File: config.mk
export PLATFORM = sky130hd
export DESIGN_NAME = ps2_key_decoder_flat
export DESIGN_NICKNAME = d
export VERILOG_FILES = /design/src/rtl/ps2_key_decoder_if.sv /design/src/rtl/ps2_key_decoder.sv /design/src/flat_wrapper.sv
export SDC_FILE = /design/constraint.sdc
export NUM_CORES = 1
export LEC_CHECK = 0
export ABC_CLOCK_PERIOD_IN_PS = 2700
export CAP_MARGIN = 0
export CORE_MARGIN = 1
export CORE_UTILIZATION = 35
export DETAILED_ROUTE_END_ITERATION = 16
export HOLD_SLACK_MARGIN = 0.03
export PLACE_DENSITY = 0.59
export SLEW_MARGIN = 25
export SYNTH_ARGS = -nofsm -noshare
export SYNTH_HDL_FRONTEND = slang
export SYNTH_SLANG_ARGS = --single-unit
File: constraint.sdc
create_clock -name clk -period 2.7 [get_ports clk]
set_clock_uncertainty 0.1 [all_clocks]
set_input_delay 0.54 -clock clk [delete_from_list [all_inputs] [get_ports clk]]
set_output_delay 0.54 -clock clk [all_outputs]
set_load 0.05 [all_outputs]
File: src/rtl/ps2_key_decoder_if.sv
// PS/2 receiver bundle: raw pins in, decoded key levels and byte strobes out.
// master = decoder side, slave = pin driver / key consumer side.
interface ps2_key_decoder_if;
  logic       ps2_clk;
  logic       ps2_data;
  logic       key_space;
  logic       key_left;
  logic       key_right;
  logic [7:0] rx_byte;
  logic       rx_valid;
  logic       frame_err;

  modport master (
    input  ps2_clk,
    input  ps2_data,
    output key_space,
    output key_left,
    output key_right,
    output rx_byte,
    output rx_valid,
    output frame_err
  );

  modport slave (
    output ps2_clk,
    output ps2_data,
    input  key_space,
    input  key_left,
    input  key_right,
    input  rx_byte,
    input  rx_valid,
    input  frame_err
  );
endinterface

File: src/rtl/ps2_key_decoder.sv
// PS/2 set-2 receiver + scan-code decoder driving space/left/right levels.
// Ports: clk, rst_n (async low), bus (master: ps2 pins in, keys/rx_byte/rx_valid/frame_err out).
// Optional PS2_PARITY_CHECK_EN: drop frames with bad odd parity.
module ps2_key_decoder #(
  parameter int CLK_FREQ   = 100_000_000,
  parameter int TIMEOUT_US = 200
) (
  input logic               clk,
  input logic               rst_n,
  ps2_key_decoder_if.master bus
);

  localparam int TIMEOUT_CYCLES = CLK_FREQ / 1_000_000 * TIMEOUT_US;
  localparam int TW = $clog2(TIMEOUT_CYCLES);

  typedef enum logic [1:0] {
    IDLE,
    DATA,
    PARITY,
    STOP
  } state_t;

  logic [1:0] clk_s;
  logic [1:0] dat_s;
  logic       clk_d;
  logic       fall;
  logic       din;

  state_t     state;
  logic [2:0] bit_cnt;
  logic [7:0] shreg;
  logic       par;
  logic       par_ok;
  logic [TW-1:0] gap;
  logic       ext;
  logic       brk;

  logic       k_space;
  logic       k_left;
  logic       k_right;
  logic [7:0] rx_byte_q;
  logic       rx_valid_q;
  logic       frame_err_q;

  assign din = dat_s[1];

`ifdef PS2_PARITY_CHECK_EN
  assign par_ok = ^{shreg, par};
`else
  // parity is sampled but has no effect on acceptance
  assign par_ok = par | 1'b1;
`endif

  always_ff @(posedge clk or negedge rst_n) begin
    if (!rst_n) begin
      clk_s <= 2'b11;
      dat_s <= 2'b11;
      clk_d <= 1'b1;
      fall  <= 1'b0;
    end else begin
      clk_s <= {clk_s[0], bus.ps2_clk};
      dat_s <= {dat_s[0], bus.ps2_data};
      clk_d <= clk_s[1];
      fall  <= clk_d & ~clk_s[1];
    end
  end

  always_ff @(posedge clk or negedge rst_n) begin
    if (!rst_n) begin
      state       <= IDLE;
      bit_cnt     <= '0;
      shreg       <= '0;
      par         <= 1'b0;
      gap         <= '0;
      ext         <= 1'b0;
      brk         <= 1'b0;
      k_space     <= 1'b0;
      k_left      <= 1'b0;
      k_right     <= 1'b0;
      rx_byte_q   <= 8'h00;
      rx_valid_q  <= 1'b0;
      frame_err_q <= 1'b0;
    end else begin
      rx_valid_q  <= 1'b0;
      frame_err_q <= 1'b0;

      if (rx_valid_q) begin
        unique case (rx_byte_q)
          8'hE0: ext <= 1'b1;
          8'hF0: brk <= 1'b1;
          default: begin
            if (rx_byte_q == 8'h29 && !ext)
              k_space <= ~brk;
            if (rx_byte_q == 8'h6B && ext)
              k_left <= ~brk;
            if (rx_byte_q == 8'h74 && ext)
              k_right <= ~brk;
            ext <= 1'b0;
            brk <= 1'b0;
          end
        endcase
      end

      if (fall) begin
        gap <= '0;
        unique case (state)
          IDLE: begin
            if (!din) begin
              state   <= DATA;
              bit_cnt <= '0;
            end
          end
          DATA: begin
            shreg   <= {din, shreg[7:1]};
            bit_cnt <= bit_cnt + 3'd1;
            if (bit_cnt == 3'd7)
              state <= PARITY;
          end
          PARITY: begin
            par   <= din;
            state <= STOP;
          end
          STOP: begin
            state <= IDLE;
            if (din && par_ok) begin
              rx_valid_q <= 1'b1;
              rx_byte_q  <= shreg;
            end else begin
              frame_err_q <= 1'b1;
            end
          end
          default: state <= IDLE;
        endcase
      end else if (state != IDLE) begin
        // stalled frame: abandon it and any pending prefix
        if (gap == TW'(TIMEOUT_CYCLES - 1)) begin
          state       <= IDLE;
          gap         <= '0;
          frame_err_q <= 1'b1;
          ext         <= 1'b0;
          brk         <= 1'b0;
        end else begin
          gap <= gap + TW'(1);
        end
      end
    end
  end

  assign bus.key_space = k_space;
  assign bus.key_left  = k_left;
  assign bus.key_right = k_right;
  assign bus.rx_byte   = rx_byte_q;
  assign bus.rx_valid  = rx_valid_q;
  assign bus.frame_err = frame_err_q;

endmodule

File: src/flat_wrapper.sv
// flat-port wrapper written by rule: the top's interface ports become plain ports
module ps2_key_decoder_flat 
#(
  parameter int CLK_FREQ   = 100_000_000,
  parameter int TIMEOUT_US = 200
)
  (clk, rst_n, bus_ps2_clk, bus_ps2_data, bus_key_space, bus_key_left, bus_key_right, bus_rx_byte, bus_rx_valid, bus_frame_err);
  ps2_key_decoder_if bus_i ();
  input logic clk;
  input logic rst_n;
  input wire logic [$bits(bus_i.ps2_clk)-1:0] bus_ps2_clk;
  input wire logic [$bits(bus_i.ps2_data)-1:0] bus_ps2_data;
  output wire logic [$bits(bus_i.key_space)-1:0] bus_key_space;
  output wire logic [$bits(bus_i.key_left)-1:0] bus_key_left;
  output wire logic [$bits(bus_i.key_right)-1:0] bus_key_right;
  output wire logic [$bits(bus_i.rx_byte)-1:0] bus_rx_byte;
  output wire logic [$bits(bus_i.rx_valid)-1:0] bus_rx_valid;
  output wire logic [$bits(bus_i.frame_err)-1:0] bus_frame_err;
  assign bus_i.ps2_clk = bus_ps2_clk;
  assign bus_i.ps2_data = bus_ps2_data;
  assign bus_key_space = bus_i.key_space;
  assign bus_key_left = bus_i.key_left;
  assign bus_key_right = bus_i.key_right;
  assign bus_rx_byte = bus_i.rx_byte;
  assign bus_rx_valid = bus_i.rx_valid;
  assign bus_frame_err = bus_i.frame_err;
  ps2_key_decoder #(.CLK_FREQ(CLK_FREQ), .TIMEOUT_US(TIMEOUT_US)) u_core (.clk(clk), .rst_n(rst_n), .bus(bus_i));
endmodule
Word level (Yosys, flattened, before mapping). Index checks and enable logic that the tools add are counted.

Output and inout port bits: 13. Bits of input ports: 4. Register bits: 49.

Equal/unequal tests: 13. Bitwise logic cells: 4. Multiplexer cells: 29. Add/subtract/negate cells: 2. Reduce and logical (&&, ||, !) cells: 17.

Operator list (number): 15-bit two-way mux (3); 8-bit by 7-bit == test with 1-bit output, second input constant (2); 8-bit == test, second input constant (2); 1-bit two-way mux (16); 15-bit by 1-bit adder with 15-bit output, second input constant (1); 15-bit == test, second input constant (1); 3-bit AND reduction (5); 2-bit two-way mux (5); 8-bit by 6-bit == test with 1-bit output, second input constant (1); 2-bit case mux with 4 select lines (1); 2-bit nonzero test (4); 3-bit inequality test, second input constant (2); 3-bit case mux with 2 select lines (1); 2-bit == test, second input constant (2); 1-bit case mux with 2 select lines (2); 4-bit AND reduction (1); 3-bit by 1-bit adder with 3-bit output, second input constant (1); 3-bit == test, second input constant (1); 1-bit logical AND (3); 3-bit two-way mux (1); 1-bit NOT (3); 2-bit by 1-bit == test with 1-bit output, second input constant (1); 2-bit zero test (1); 2-bit inequality test, second input constant (1); other kinds (4) (4).

Logic depth before layout (Yosys ltp).
Depth after elaboration: 6. Mapped depth: 6. Gate-level depth less buffers: 6.

Worst setup path after synthesis. Ideal clock, no wire load.

Path kind: reg-to-reg. Start: reg u_core.gap[0]. End: reg u_core.gap[5]. Clock period less this slack: 1685 ps. Setup slack: 1015 ps. Buffers on the path: 0. Stages on the path, launching flop included: 6. Arrival time: 1506 ps. Cell sequence: dfrtp_1 > ha_1 > and4_4 > nand4_1 > or4b_1 > a21oi_1.

Longest elaborated chain between the ends: 4. Elaborated cells on any way between the ends: 5.

Ends and longest elaborated chain: from (decl) (RTL line ps2_key_decoder.sv:34) `logic [TW-1:0] gap;`; from (signal assigned) (RTL line ps2_key_decoder.sv:143) `gap <= gap + TW'(1);`; 15-bit by 1-bit adder with 15-bit output / 15-bit == test (equally long branches) (RTL line ps2_key_decoder.sv:143, ps2_key_decoder.sv:136); 15-bit two-way mux * (RTL line ps2_key_decoder.sv:136) `if (gap == TW'(TIMEOUT_CYCLES - 1)) begin`; 15-bit two-way mux * (RTL line ps2_key_decoder.sv:134) `end else if (state != IDLE) begin`; 15-bit two-way mux * (RTL line ps2_key_decoder.sv:104) `if (fall) begin`.

Mark *: on every way between the ends. The rest lies on a longest branch, timed or not. The select of a mux whose other input is x is not followed. A chain may end at the register's enable or synchronous reset.

Worst setup path after layout.
Start: reg u_core.rx_byte_q[4] (netlist: u_core.bus.rx_byte[4]). End: out bus_rx_byte[4].

RTL lines: from (decl) (RTL line ps2_key_decoder.sv:41) `logic [7:0] rx_byte_q;`; from (signal assigned) (RTL line ps2_key_decoder.sv:127) `rx_byte_q <= shreg;`; to (decl) (RTL line flat_wrapper.sv:16) `output wire logic [$bits(bus_i.rx_byte)-1:0] bus_rx_byte;`.

No word-level cell between the ends.

==> summary.txt <==
Timing
  – Fin crit period: 2255 ps
  – Final Cycle Share: 83.50%
  – Setup_tns: 0 ps
  – Max Fclk: 443.5 MHz
  – Final Setup Violations: 0
  – RSZ-0062 raised after global routing: false
  – Worst slew pin tran: 603.8 ps
  – Hold Violations, Final: 0
  – Final Max Tran Viols: 0
  – Max_slew headroom: 59.74%

Yosys
  – Yosys warns: 0
  – Post-synth top area cell: dfrtp_1
  – Mapped Nets: 198
  – Simple-gate share of the synthesized area: 19.23%
  – Yosys top cell area share: 49.77%
  – Register area share after synthesis: 55.71%
  – Compound-Gate Fraction of Synth Area: 8.767%
  – Cells after synthesis: 188
  – Largest family of logic cells by synthesized area: simple AND/OR/NAND/NOR gates
  – Adder-Cell Fraction of Synth Area: 3.394%
  – Synth top area cells: dfrtp_1 (50%), mux2_2 (8.1%), dfstp_2 (5.9%), ha_1 (3.4%), a21oi_1 (2.0%)
  – Yosys reg bits: 49
  – Mux contribution to synthesized area: 8.597%
  – XOR/XNOR Fraction of Synth Area: 2.376%
  – Most common cell in the netlist: dfrtp_1
  – Synth Flop Type: dfrtp_1
  – Synth cell count leaders: dfrtp_1 (44), mux2_2 (16), nand2_1 (11)
  – Synthesized area: 0.002212 mm²
  – Share of async-settable or async-resettable flops after synthesis: 100.0%
  – EDFF count, synth: 0
  – Syn_area_per_cell: 11.77 µm²
  – Synth unique cells: 44

Route
  – Met1 WL: 2.026 mm
  – DRT Wirelength: 3.995 mm
  – Met3 wire length: 107 µm
  – Starting DRC count in detailed routing: 70
  – DR pass1 iterations: 4
  – Via count: 1489
  – Uppermost layer routed: met4
  – DRT antenna net count: 0
  – DRC viols: 0
  – Met2 WL post-DR: 1.802 mm
  – Vias per inst: 5.206
  – WL/cell: 13.97 µm

Clock network
  – H-tree depth: 2
  – CTS max path bufs: 2
  – CTS Hold Bufs: 0
  – TritonCTS Buffers: 5
  – Post-CTS setup buffer count: 0
  – CTS tree: done
  – CTS Root Buffer Type: clkbuf_8
  – Worst skew pair latency: 300 ps
  – Worst-path clk slew: 90 ps
  – Num Clock Sinks: 49
  – PostCTS Resize Cnt: 0

GRT
  – First-pass GRT wire length: 6.996 mm
  – GRT Residual Overflow: 0
  – GRT Resource Usage Total: 13.86%
  – Initial antenna violation count: 0
  – Largest net degree at the start of global routing: 50
  – Vias in the first global route: 1500

Critical path
  – Crit path max fanout: 8
  – Worst path required time: 2060 ps
  – Critical Path Source Type: flop
  – Arrival time at the worst endpoint: 1610 ps
  – R2r endpoint: u_core.gap[13]
  – Worst r2r path cells: 6
  – CP bufs+invs: 1
  – Worst reg2reg path startpoint: u_core.state[0]
  – Nature of the critical path endpoint: output pin
  – Max incr delay on CP: 850 ps
  – CP top delay family: buffers and inverters
  – Setup CP Type: flop to output pin
  – Crit path launch: u_core.bus.rx_byte[4]
  – Worst R2R Setup Slack: 680 ps
  – Crit-path cells: clkdlybuf4s50_1
  – Slowest CP cell: clkdlybuf4s50_1

Placement
  – Post-DP Area: 0.002464 mm²
  – Hpwl dp: 2.755 mm
  – GP Congestion: 0.7689
  – IO Port Bufs: 16

Hold path
  – Worst Hold Class: input port to async pin

Die
  – Die Ht: 81.50 µm
  – Number of top-level pins: 17
  – Row cnt: 28
  – CORE AREA: 0.006026 mm²
  – Die outline width: 81.50 µm
  – Starting Density: 36.71%
  – Die ar.: 0.006642 mm²

Cells and area
  – ANT cells: 0
  – Fin area: 0.002597 mm²
  – Layout cells sized above 1: 17.54%
  – Multi-input combinational cell area: 937.1 µm²
  – Syn-to-layout area delta: 17.42%
  – Register area: 0.001232 mm²
  – Layout fillers: 576
  – Final #Nets: 220

Power and ir drop
  – Power, Total: 2.086 mW
  – Cell Pwr Density: 803.2 mW/mm²
  – VDD IR-drop max: 0.0002659 V
  – Leakage dissipation: 1.142 nW

Outcome
  – Status: finished clean

Flow run
  – Max Cap Violations: 0
==> metal layers <==
metal | up-vias | GRT usage [%]
met3 | 5 | 4.000
met4 | 0 | 4.286
met2 | 19 | 22.00
met1 | 729 | 18.15
met5 | - | 0
li1 | 736 | -
==> worst register-to-register path: stages, from the launching register on <==
cell and delay (ps):
dfrtp_1 420, inv_1 60, ha_1 360, nand2b_1 230
nand4_1 230, or3_1 390, a21oi_1 160
==> final cells by class <==
cell class / instances / share of cell area, %
well taps: 75 / 3.613
multi-input cells: 128 / 36.08
inverters: 8 / 1.156
clock inverters: 3 / 2.505
clock buffers: 5 / 2.649
repair buffers: 18 / 6.551
flip-flops and latches: 49 / 47.45
==> report_power, final <==
| part | switching, mW | total, mW | internal, mW | leakage, nW |
|---|---|---|---|---|
| Clock | 0.246 | 0.614 | 0.368 | 0.0681 |
| Sequential | 0.129 | 0.997 | 0.868 | 0.648 |
| Combinational | 0.271 | 0.476 | 0.205 | 0.426 |
| Total | 0.646 | 2.09 | 1.44 | 1.14 |
==> cells by family after synthesis <==
kind of cell	Yosys count
flops	49
compound gates	31
buf+inv	11
mux	17
fa+ha+maj	6
xor+xnor	6
simple gates	68
==> state kept, by name, summed over array words and instances, names as in the netlist, 2 cells and up <==
register / count
u_core.bus.rx_byte: 8
u_core.gap: 15
u_core.dat_s: 2
u_core.state: 2
u_core.bit_cnt: 3
u_core.clk_s: 2
u_core.shreg: 8
==> layout by cell type (no fill, tap or decap), types with 3 or more instances in the layout <==
cell and count:
nor2_1 9, a21oi_1 9, or3_1 3, xor2_1 5, clkbuf_8 5, nand3_1 7
dfstp_2 5, nand4b_1 4, nand2_1 11, mux2_2 16, dfrtp_1 44, inv_1 8
o31ai_1 3, and2_1 3, nand4_1 6, ha_1 6, clkdlybuf4s50_1 15, o21ai_0 9
and3_1 3, nand3b_1 3
==> per-stage QoR <==
step,std cells,setup WS [ps],utilization (%),hold WS (ps)
3_3_place_gp,278,755.5,40.88,246.5
2_1_floorplan,188,1015,-,144.4
6_report,286,445.4,43.11,222.7
4_1_cts,286,429.0,43.11,252.6
3_5_place_dp,278,708.3,40.88,248.4
5_1_grt,286,379.0,43.11,265.0
==> worst max path at each step <==
| stage | endpoint | slack [ps] | cells after the start |
|---|---|---|---|
| after global routing | bus_rx_byte[4] | 380 | 1 |
| after floorplan | u_core.gap[5] | 1020 | 5 |
| after global placement | bus_rx_byte[4] | 760 | 1 |
| after CTS | bus_rx_byte[4] | 430 | 1 |
| after detailed placement | u_core.gap[9] | 710 | 6 |
| final | bus_rx_byte[4] | 450 | 1 |
No activity file was read; power rests on OpenSTA's default activity.
==> RTL edit: new RTL, same flow settings <==
The option `PS2_PARITY_CHECK_EN` is turned on by a define.
--- a/src/rtl/ps2_key_decoder.sv
+++ b/src/rtl/ps2_key_decoder.sv
@@ -2,4 +2,6 @@
 // Ports: clk, rst_n (async low), bus (master: ps2 pins in, keys/rx_byte/rx_valid/frame_err out).
 // Optional PS2_PARITY_CHECK_EN: drop frames with bad odd parity.
+`define PS2_PARITY_CHECK_EN
+
 module ps2_key_decoder #(
   parameter int CLK_FREQ   = 100_000_000,
Function: no difference found for any inputs over 10 cycles, from zero or initial values and one cycle with rst_n low; that may be too few to reach the edited logic, so the function may still have changed.
==> RTL edit against the original RTL <==
- wire length increased by 0.18%
- power increased by 5.2%
- design area increased by 3.4%
- core utilization decreased by 1.3 points
- hold slack improved by 0.012 ns
- count of clock-buffer cells in the layout increased by 1
- synthesized area increased by 6.1%
- sequential cell count increased by 1
- die area increased by 5.9%
- worst setup slack improved by 0.0061 ns
==> RTL edit: results <==
[route]
via_per_inst = 4.97
drt_iter0_markers = 107
firstDrtPassIters = 4
wl_per_cell_um = 13.4

[yosys]
synth_fa_ha_area_frac = 0.0373
synthMuxAreaShare = 0.0992
synth_compound_gate_area_share = 0.0533
synthTopCellsByCount = "dfrtp_1, mux2_2, nor2_1"
synth.avg_cell_area_um2 = 11.8
ys_types = 36
synth_area_leaders = "dfrtp_1, mux2_2, dfstp_2"
synth-async-reset-ratio = 1.00
yosys_warnings = 0
synth_xor_area_frac = 0.0763
synth_nets = 210
synth_seq_area_share = 0.536

[min_path]
min-delay-path-class = "input pin to asynchronous set/reset pin"

[outcome]
outcome = "completed"

[place]
hpwl_um = 2890
dp.cells = 290
routabilityCongestion = 0.761
io_buffer_count = 16

[finish]
regMostFlops = "u_core.gap"
largest_reg_flops = 15
finalNetCount = 231
drive_gt1_frac = 0.176
instances_no_fill = 298
fillers = 583
antenna_cells = 0

[global_route]
antenna_found_initial = 0
grt_util_all_layers = 0.126
grt_pass1_vias = 1537
grt_pass1_wl_um = 7020
grt_max_degree = 51

[setup_path]
reg2reg_to = "u_core.state[1]"
path_max_fanout = 6
reg2reg_from = "u_core.gap[5]"
crit_start = "u_core.bus.rx_byte[4]"
crit_path_top_delay_cell = "clkdlybuf4s50_1"
arrival_ns = 1.61
r2r_setup_slack_ns = 0.54
path_delay_family = "buffers and inverters"
r2r_cells = 5
critPathMaxStageDelay_ns = 0.84

[sta]
finalSetupViolCount = 0
slew_headroom = 0.595

[power]
p_leak_nw = 1.28
vdd_drop_max_mv = 0.523

[clock_tree]
htreeDepth = 2
cts.clk_slew.worst_paths_ns = 0.09
post_cts_buffers = 0
cts_made_buffers = 5
clockRootBuffer = "clkbuf_8"
clkLatencyLatePin_ns = 0.30
cts_resized = 0
clockBufferDepth = 2
==> RTL edit: changes by cell type in the layout (fill, tap and decap cells not counted), moves of 4 or more <==
cell	unedited run	this run
a21oi_1	9	3
nor2_1	9	18
nor3_1	2	6
o21ai_0	9	4
xnor2_1	1	9
==> RTL edit: kinds of logic (layout without fill, tap and decap cells) <==
logic type,after synthesis,after routing
and+or+nand+nor,71,71
DFF,50,50
muxes,21,21
AOI/OAI and AO/OA,18,18
xor gates and xnor gates,18,18
buffers and inverters,14,36
adders and majority gates,7,7
==> RTL edit: cell type report <==
type / instances / area, um2 / area share
flip-flops and latches: 50 / 1260 / 0.468
repair buffers: 18 / 170 / 0.0634
well taps: 77 / 96.3 / 0.0359
clock inverters: 2 / 12.5 / 0.00466
inverters: 10 / 37.5 / 0.0140
multi-input cells: 135 / 1030 / 0.383
clock buffers: 6 / 82.6 / 0.0308
==> RTL edit: worst max path at each step <==
| stage | endpoint | slack [ns] | cells past startpoint |
|---|---|---|---|
| after floorplan | u_core.state[0] | 0.71 | 6 |
| after global placement | u_core.state[1] | 0.60 | 5 |
| after detailed placement | u_core.state[1] | 0.55 | 5 |
| after CTS | bus_rx_byte[4] | 0.43 | 1 |
| after global routing | bus_rx_byte[4] | 0.40 | 1 |
| final | bus_rx_byte[4] | 0.45 | 1 |
==> RTL edit: report_power, final <==
| group | total (W) | leakage (nW) | internal, W | switching, W |
|---|---|---|---|---|
| clock | 0.000445 | 0.0472 | 0.000206 | 0.000239 |
| sequential | 0.00101 | 0.664 | 0.000878 | 0.000131 |
| combinational | 0.000742 | 0.567 | 0.000365 | 0.000376 |
| total | 0.00220 | 1.28 | 0.00145 | 0.000746 |
==> RTL edit: stage by stage <==
stage	hold slack, ns	instance area, um2	setup slack (ns)
3_5_place_dp	0.248	2590	0.551
4_1_cts	0.258	2690	0.427
2_1_floorplan	0.144	2350	0.711
6_report	0.235	2690	0.452
5_1_grt	0.267	2690	0.405
3_3_place_gp	0.246	2590	0.602
==> RTL edit: per-layer routing <==
layer | global-route usage | vias to the layer above | routed length, um
met4 | 0.0470 | 0 | 63
met2 | 0.211 | 13 | 1880
met1 | 0.159 | 731 | 1960
met3 | 0.0297 | 6 | 100
met5 | 0 | - | 0
li1 | - | 730 | -
